## config.mk

```make
export PLATFORM = sky130hd
export DESIGN_NAME = can_bit_timing_detect
export DESIGN_NICKNAME = d
export VERILOG_FILES = /design/src/rtl/can_pkg.sv /design/src/rtl/can_rx_filter.sv /design/src/rtl/can_bit_timing_detect.sv
export SDC_FILE = /design/constraint.sdc
export NUM_CORES = 1
export LEC_CHECK = 0
export BUFFER_PORTS_ARGS = -buffer_cell sky130_fd_sc_hd__buf_2
export CORE_ASPECT_RATIO = 0.6
export CORE_UTILIZATION = 37
export DETAILED_ROUTE_END_ITERATION = 8
export PLACE_DENSITY_LB_ADDON = 0.15
export SLEW_MARGIN = 40
export SYNTH_ARGS = -nofsm -noshare
export SYNTH_HDL_FRONTEND = slang
export SYNTH_SLANG_ARGS = --single-unit
```

## constraint.sdc

```tcl
create_clock -name clk -period 1.3 [get_ports clk]
set_input_delay 0.26 -clock clk [delete_from_list [all_inputs] [get_ports clk]]
set_output_delay 0.26 -clock clk [all_outputs]
set_load 0.01 [all_outputs]
```

## src/rtl/can_pkg.sv

```systemverilog
// Shared definitions for the CAN receive blocks: detector states, bit-timing
// constant functions and parameter range checks.
package can_pkg;

    typedef enum logic [1:0] {
        WAIT_IDLE = 2'd0,
        IDLE      = 2'd1,
        FRAME     = 2'd2
    } can_state_e;

    function automatic int unsigned bit_clks(input int unsigned clk_mhz,
                                             input int unsigned rate_khz);
        return (clk_mhz * 1000) / rate_khz;
    endfunction

    function automatic int unsigned sample_clks(input int unsigned pct,
                                                input int unsigned bclks);
        return (pct * bclks) / 100;
    endfunction

    // Width of a counter that must hold 0..max_val.
    function automatic int unsigned cnt_width(input int unsigned max_val);
        return (max_val < 2) ? 1 : $clog2(max_val + 1);
    endfunction

    function automatic bit params_ok(input int unsigned bclks,
                                     input int unsigned pct,
                                     input int unsigned idle_bits,
                                     input int unsigned filter_len);
        return (bclks >= 8) && (pct >= 50) && (pct <= 90) &&
               (idle_bits >= 1) && (idle_bits <= 31) && (filter_len >= 1);
    endfunction

endpackage

```

## src/rtl/can_rx_filter.sv

```systemverilog
// Glitch filter for the synchronised CAN receive line: the output follows the
// input only after FILTER_LEN consecutive cycles of the new level.
module can_rx_filter
    import can_pkg::*;
#(
    parameter int unsigned FILTER_LEN = 4
) (
    input  logic clk,
    input  logic rst_n,
    input  logic rx_i,
    output logic rx_o
);

    localparam int unsigned CNT_W = cnt_width(FILTER_LEN - 1);
    localparam logic [CNT_W-1:0] CNT_LAST = CNT_W'(FILTER_LEN - 1);

    logic [CNT_W-1:0] cnt_q, cnt_d;
    logic             out_q, out_d;

    always_comb begin
        cnt_d = cnt_q;
        out_d = out_q;
        if (rx_i == out_q) begin
            cnt_d = '0;
        end else if (cnt_q == CNT_LAST) begin
            out_d = rx_i;
            cnt_d = '0;
        end else begin
            cnt_d = cnt_q + 1'b1;
        end
    end

    always_ff @(posedge clk) begin
        if (!rst_n) begin
            cnt_q <= '0;
            out_q <= 1'b1;
        end else begin
            cnt_q <= cnt_d;
            out_q <= out_d;
        end
    end

    assign rx_o = out_q;

endmodule

```

## src/rtl/can_bit_timing_detect.sv

```systemverilog
// CAN bus idle / start-of-frame detector with bit sample strobe and hard resync.
// Optional input glitch filter enabled by defining CAN_RX_GLITCH_FILTER_EN.
module can_bit_timing_detect
    import can_pkg::*;
#(
    parameter int unsigned clk_speed_MHz    = 100,
    parameter int unsigned can_bit_rate_KHz = 1000,
    parameter int unsigned SAMPLE_PCT       = 75,
    parameter int unsigned IDLE_BITS        = 11,
    parameter int unsigned FILTER_LEN       = 4
) (
    input  logic clk,
    input  logic rst_n,
    input  logic can_rx,
    output logic sof,
    output logic frame_end,
    output logic bus_idle,
    output logic in_frame,
    output logic sample_en,
    output logic rx_bit
);

    localparam int unsigned BIT_CLKS    = bit_clks(clk_speed_MHz, can_bit_rate_KHz);
    localparam int unsigned SAMPLE_CLKS = sample_clks(SAMPLE_PCT, BIT_CLKS);
    localparam int unsigned BIT_W       = cnt_width(BIT_CLKS - 1);
    localparam int unsigned REC_W       = cnt_width(IDLE_BITS);

    localparam logic [BIT_W-1:0] BIT_LAST = BIT_W'(BIT_CLKS - 1);
    localparam logic [BIT_W-1:0] TICK_AT  = BIT_W'(SAMPLE_CLKS - 1);
    localparam logic [REC_W-1:0] REC_MAX  = REC_W'(IDLE_BITS);
    localparam logic [REC_W-1:0] REC_LAST = REC_W'(IDLE_BITS - 1);

    if (!params_ok(BIT_CLKS, SAMPLE_PCT, IDLE_BITS, FILTER_LEN)) begin : g_param_error
        $error("can_bit_timing_detect: timing parameters out of range");
    end

    logic sync1_q, sync2_q, rx_s, rx_prev_q;

    always_ff @(posedge clk) begin
        if (!rst_n) begin
            sync1_q   <= 1'b1;
            sync2_q   <= 1'b1;
            rx_prev_q <= 1'b1;
        end else begin
            sync1_q   <= can_rx;
            sync2_q   <= sync1_q;
            rx_prev_q <= rx_s;
        end
    end

`ifdef CAN_RX_GLITCH_FILTER_EN
    can_rx_filter #(.FILTER_LEN(FILTER_LEN)) u_rx_filter (
        .clk   (clk),
        .rst_n (rst_n),
        .rx_i  (sync2_q),
        .rx_o  (rx_s)
    );
`else
    assign rx_s = sync2_q;
`endif

    can_state_e       state_q, state_d;
    logic [BIT_W-1:0] bit_cnt_q, bit_cnt_d;
    logic [REC_W-1:0] rec_cnt_q, rec_cnt_d;
    logic             sof_q, sof_d, frame_end_q, frame_end_d;
    logic             bus_idle_q, in_frame_q;
    logic             sample_en_q, sample_en_d, rx_bit_q, rx_bit_d;
    logic             fall, tick, rec_full;

    always_comb begin
        fall     = rx_prev_q & ~rx_s;
        tick     = (bit_cnt_q == TICK_AT);
        // Only a recessive tick can complete the run, so a fall on a tick never ends a frame.
        rec_full = tick & rx_s & (rec_cnt_q == REC_LAST);

        state_d     = state_q;
        sof_d       = 1'b0;
        frame_end_d = 1'b0;
        unique case (state_q)
            WAIT_IDLE: if (rec_full) state_d = IDLE;
            IDLE: begin
                if (fall) begin
                    state_d = FRAME;
                    sof_d   = 1'b1;
                end
            end
            FRAME: begin
                if (rec_full) begin
                    state_d     = IDLE;
                    frame_end_d = 1'b1;
                end
            end
            default: state_d = WAIT_IDLE;
        endcase

        if (sof_d || (state_q == FRAME && fall)) begin
            bit_cnt_d = '0;
        end else if (bit_cnt_q == BIT_LAST) begin
            bit_cnt_d = '0;
        end else begin
            bit_cnt_d = bit_cnt_q + 1'b1;
        end

        rec_cnt_d = rec_cnt_q;
        if (state_d != state_q) begin
            rec_cnt_d = '0;
        end else if (tick) begin
            if (!rx_s) begin
                rec_cnt_d = '0;
            end else if (rec_cnt_q != REC_MAX) begin
                rec_cnt_d = rec_cnt_q + 1'b1;
            end
        end

        sample_en_d = (state_q == FRAME) & tick;
        rx_bit_d    = sample_en_d ? rx_s : rx_bit_q;
    end

    always_ff @(posedge clk) begin
        if (!rst_n) begin
            state_q     <= WAIT_IDLE;
            bit_cnt_q   <= '0;
            rec_cnt_q   <= '0;
            sof_q       <= 1'b0;
            frame_end_q <= 1'b0;
            bus_idle_q  <= 1'b0;
            in_frame_q  <= 1'b0;
            sample_en_q <= 1'b0;
            rx_bit_q    <= 1'b1;
        end else begin
            state_q     <= state_d;
            bit_cnt_q   <= bit_cnt_d;
            rec_cnt_q   <= rec_cnt_d;
            sof_q       <= sof_d;
            frame_end_q <= frame_end_d;
            bus_idle_q  <= (state_d == IDLE);
            in_frame_q  <= (state_d == FRAME);
            sample_en_q <= sample_en_d;
            rx_bit_q    <= rx_bit_d;
        end
    end

    assign sof       = sof_q;
    assign frame_end = frame_end_q;
    assign bus_idle  = bus_idle_q;
    assign in_frame  = in_frame_q;
    assign sample_en = sample_en_q;
    assign rx_bit    = rx_bit_q;

endmodule

```

== After elaboration in Yosys (flattened, before gate mapping) ==
Index checks and enable logic that the tools add are counted.

* Bits in registers: 22
* Input port bits: 3
* Logic and storage cells: 46

* Add/sub/neg operators: 2
* Equality and inequality tests: 10
* Multiplexer cells: 8
* Bitwise operators: 6
* Reductions and logical operators: 8

{| class="wikitable"
|+ Operators by type and width
! operator !! number
|-
| == test 7 bit (second input constant) || 2
|-
| 2-to-1 mux 4 bit || 2
|-
| adder 7 x 1 -> 7 bit (second input constant) || 1
|-
| adder 4 x 1 -> 4 bit (second input constant) || 1
|-
| bitwise AND 1 bit || 4
|-
| == test 2 x 1 -> 1 bit (second input constant) || 2
|-
| == test 2 bit (second input constant) || 2
|-
| == test 4 bit (second input constant) || 1
|-
| 2-to-1 mux 2 bit || 2
|-
| != test 4 bit (second input constant) || 1
|-
| case mux 2 bit (2 select lines) || 1
|-
| AND reduction 2 bit || 2
|-
| OR reduction 2 bit || 2
|-
| 2-to-1 mux 1 bit || 3
|-
| OR reduction 3 bit || 1
|-
| zero test 2 bit || 1
|-
| != test 2 x 1 -> 1 bit (second input constant) || 1
|-
| != test 2 bit || 1
|-
| inverter 1 bit || 2
|-
| logical AND 1 bit || 1
|-
| logical OR 1 bit || 1
|}

== Depth between registers and ports, before layout ==
* Word-level depth: 7
* Mapped depth: 6

== Least setup slack after synthesis ==
Ideal clock, no wire load.

* Kind: reg2reg
* Start: reg bit_cnt_q[0]
* End: reg rec_cnt_q[3]
* Setup time: 67 ps
* Arrival: 1,380 ps
* Path slack: -147 ps
* Stages on the path, launching flop included: 7
* Period minus slack after synthesis: 1,447 ps
* Cell sequence: dfxtp_1 -> inv_1 -> ha_1 -> and3b_1 -> nand2_2 -> or4_4 -> a21oi_2

* Cells in the longest elaborated chain, start to end: 7
* Elaborated cells between the ends (all ways): 8
* Classes of those cells: 2 x eq/ne; 2 x mux; 2 x bitwise; 2 x reduce/logical

{| class="wikitable"
|+ RTL lines
! what !! RTL line !! RTL
|-
| start: declaration || can_bit_timing_detect.sv:63 || <nowiki>logic [BIT_W-1:0] bit_cnt_q, bit_cnt_d;</nowiki>
|-
| start signal: assignment || can_bit_timing_detect.sv:132 || <nowiki>bit_cnt_q <= bit_cnt_d;</nowiki>
|-
| == test 7 bit (*) || can_bit_timing_detect.sv:72 || <nowiki>tick = (bit_cnt_q == TICK_AT);</nowiki>
|-
| bitwise AND 1 bit (2 in series) || can_bit_timing_detect.sv:74 || <nowiki>rec_full = tick & rx_s & (rec_cnt_q == REC_LAST);</nowiki>
|-
| 2-to-1 mux 2 bit || can_bit_timing_detect.sv:80, can_bit_timing_detect.sv:88 ||
|-
| case mux 2 bit (2 select lines) || can_bit_timing_detect.sv:79 || <nowiki>unique case (state_q)</nowiki>
|-
| != test 2 bit || can_bit_timing_detect.sv:105 || <nowiki>if (state_d != state_q) begin</nowiki>
|-
| OR reduction 2 bit (no line) || n/a ||
|-
| end signal: assignment || can_bit_timing_detect.sv:133 || <nowiki>rec_cnt_q <= rec_cnt_d;</nowiki>
|-
| end: declaration || can_bit_timing_detect.sv:64 || <nowiki>logic [REC_W-1:0] rec_cnt_q, rec_cnt_d;</nowiki>
|}

Mark *: on every way between the ends. The rest lies on a longest branch, timed or not.
A chain may end at the register's enable or synchronous reset.

== Final worst setup path ==
Ends and elaborated chain as after synthesis.

==> metrics.txt <==
run status=finished with violations; failing checks=setup timing; Clock Path Buffers=2; Critical Path End Type=register; MaxCap Viol Count=0; Num CTS Buffers=3; Residual DRC=0; Critical Path RT=1510 ps; share of layout cells above drive strength 1=38.8%; RSZ-0062 raised after global routing=yes; minimum clock period=1420 ps; area of the multi-input gates=485 um2; EDFF count, synth=0; die height=40.3 um; commonest non-fill, non-tap cell in the layout=dfxtp_1; top cell type's share of synthesized area=48.6%; CORE AREA=0.00224 mm2; root buffer cell=clkbuf_8; global-route wire length before repair=around 2800 um; Synth Instances=94; PD cells=1150 mW/mm2; io pins=9; Area Growth Syn to Fin=34.1%; Max FO, Critical Path=5; Max Slew Vio Count=0; Peak VDD IR=around 600 uV; final hold viol count=0; clk sinks=22; CTS Hold Buffers Added=0; drt first pass iters=4; Placement Setup Slack=-129 ps; wire per inst=11.7 um; most frequent cells in the layout=dfxtp_1, buf_4, nor2_1, buf_2, nor2b_1; number of I/O port buffers=8; H-tree Lvls=1; nets=approximately 130; PnR worst setup slack=-118 ps; antenna cells=0; vias in the first global route=about 600; Mapped Area=~900 um2; WS Path Type=register to register; die area=roughly 0.0027 mm2; total power=1.39 mW; Setup-failing EPs final=6; Register Area=between 400 and 500 um2; Overflow after GRT=0; Layout Utilization=54.1%; drt via density=4.69; HPWL after DPL=around 1300 um; CTS tree=done; crit path launch type=register; Synth area leader=dfxtp_1; Placer Congestion=0.773; flops & latches, synth=22; cell row count=13; vias=approximately 700; initial antenna violation count=0; post-synthesis area per instance=9.64 um2; Final ANT Viol Nets=0; initial cell density of the core=around two fifths; largest net degree at the start of global routing=14; sequential-to-total area share from yosys stat=48.6%; clk_skew=between 1.5 and 2 ps; Synth Warn #=0; Tcrit/Tclk final=109%; P_leak=about 0.55 nW; worst path arrival time=~1600 ps; headroom to the max-slew limit=between 70% and 80%; Synth cell types=30; Area contributors post-synth=dfxtp_1, nor2_1, ha_1, nor2b_1, mux2i_1; Worst-path clk slew=80 ps; Synth async-reset ratio=0%; Worst Hold Class=input pin to register; worst skew pair latency=around 270 ps; final wirelength=1770 um; fmax=705 MHz; Die Wd=65.9 um; fill count=225; Slew @ Worst Pin=299 ps; Syn Nets=101; main flop type after synthesis=dfxtp_1; gr usage total=15.8%; initial DRC count=38; R2R setup slack=-120 ps
-- power by group --
part | internal (mW) | leakage, nW | total [mW] | switching (mW)
logic | 0.0303 | 0.333 | 0.0609 | 0.0306
registers | 0.686 | 0.180 | 0.695 | 0.00918
clock network | 0.412 | 0.0357 | 0.638 | 0.227
total | 1.13 | 0.549 | 1.39 | 0.266
-- metal layers --
metal	global-route usage (%)	vias up	wire length, um
li1	-	371	-
met1	20.8	320	964
met2	22.4	13	695
met3	6.82	4	87
met4	6.52	0	19
met5	0	-	0
-- synth_stat cells, types with 3 or more instances --
library cell,n
dfxtp_1,22
nor2_1,16
nand3_1,6
nor2b_1,5
ha_1,4
inv_1,4
nand2_1,4
mux2i_1,3
o21ai_0,3
xnor2_1,3
-- sequential cells by signal, indices dropped and copies added (netlist names) --
| signal | count |
|---|---|
| rx_s | 1 |
| sync1_q | 1 |
| frame_end | 1 |
| bus_idle | 1 |
| bit_cnt_q | 7 |
| in_frame | 1 |
| sample_en | 1 |
| rx_prev_q | 1 |
| sof | 1 |
| rx_bit | 1 |
| state_q | 2 |
| rec_cnt_q | 4 |
-- final cells by class --
| cell class | count | share of cell area, % |
|---|---|---|
| clock inverter | 1 | 2.47 |
| tap | 30 | 3.09 |
| inverter | 4 | 1.24 |
| multi-input combinational | 67 | 40.0 |
| clock buffer | 3 | 3.40 |
| sequential | 22 | 36.7 |
| timing repair buffer | 24 | 13.2 |
-- stage by stage --
stage	cells	hold slack, ps	instance area (um2)	setup TNS, ps
3_3_place_gp	144	391	1080	-836
5_1_grt	151	163	1210	-1480
6_report	151	168	1210	-453
3_5_place_dp	144	396	1080	-856
2_1_floorplan	94	361	913	-42.4
4_1_cts	150	159	1190	-796
-- worst max-delay path, stage by stage (launching register included) --
cell and delay (ps):
dfxtp_2 330, inv_2 60, ha_4 120, and3b_2 240
nand2_4 80, or4_4 420, a21oi_2 110
-- cells by family after synthesis --
| family | Yosys count | share of synthesized area [%] |
|---|---|---|
| AOI/OAI and AO/OA | 11 | 8.43 |
| and+or+nand+nor | 44 | 27.2 |
| muxes | 3 | 3.32 |
| adders and majority gates | 4 | 5.53 |
| buffers and inverters | 5 | 2.07 |
| xor gates and xnor gates | 5 | 4.84 |
| DFF | 22 | 48.6 |
-- what timing repair did --
action                                  in CTS  in global routing
pin swaps                                    3                  3
endpoints found under the setup margin      16                 17
buffers inserted                             2                  1
gates resized for setup                      5                  6
-- path summary, 6_finish.rpt --
path | start | to | depth (start not counted)
setup / recovery | bit_cnt_q[0] | rec_cnt_q[3] | 6
hold / removal | can_rx | sync1_q | 2
setup reg to reg | bit_cnt_q[0] | rec_cnt_q[3] | 6
hold reg to reg | sync1_q | rx_s | 1
(Power assumes the default switching activity.)
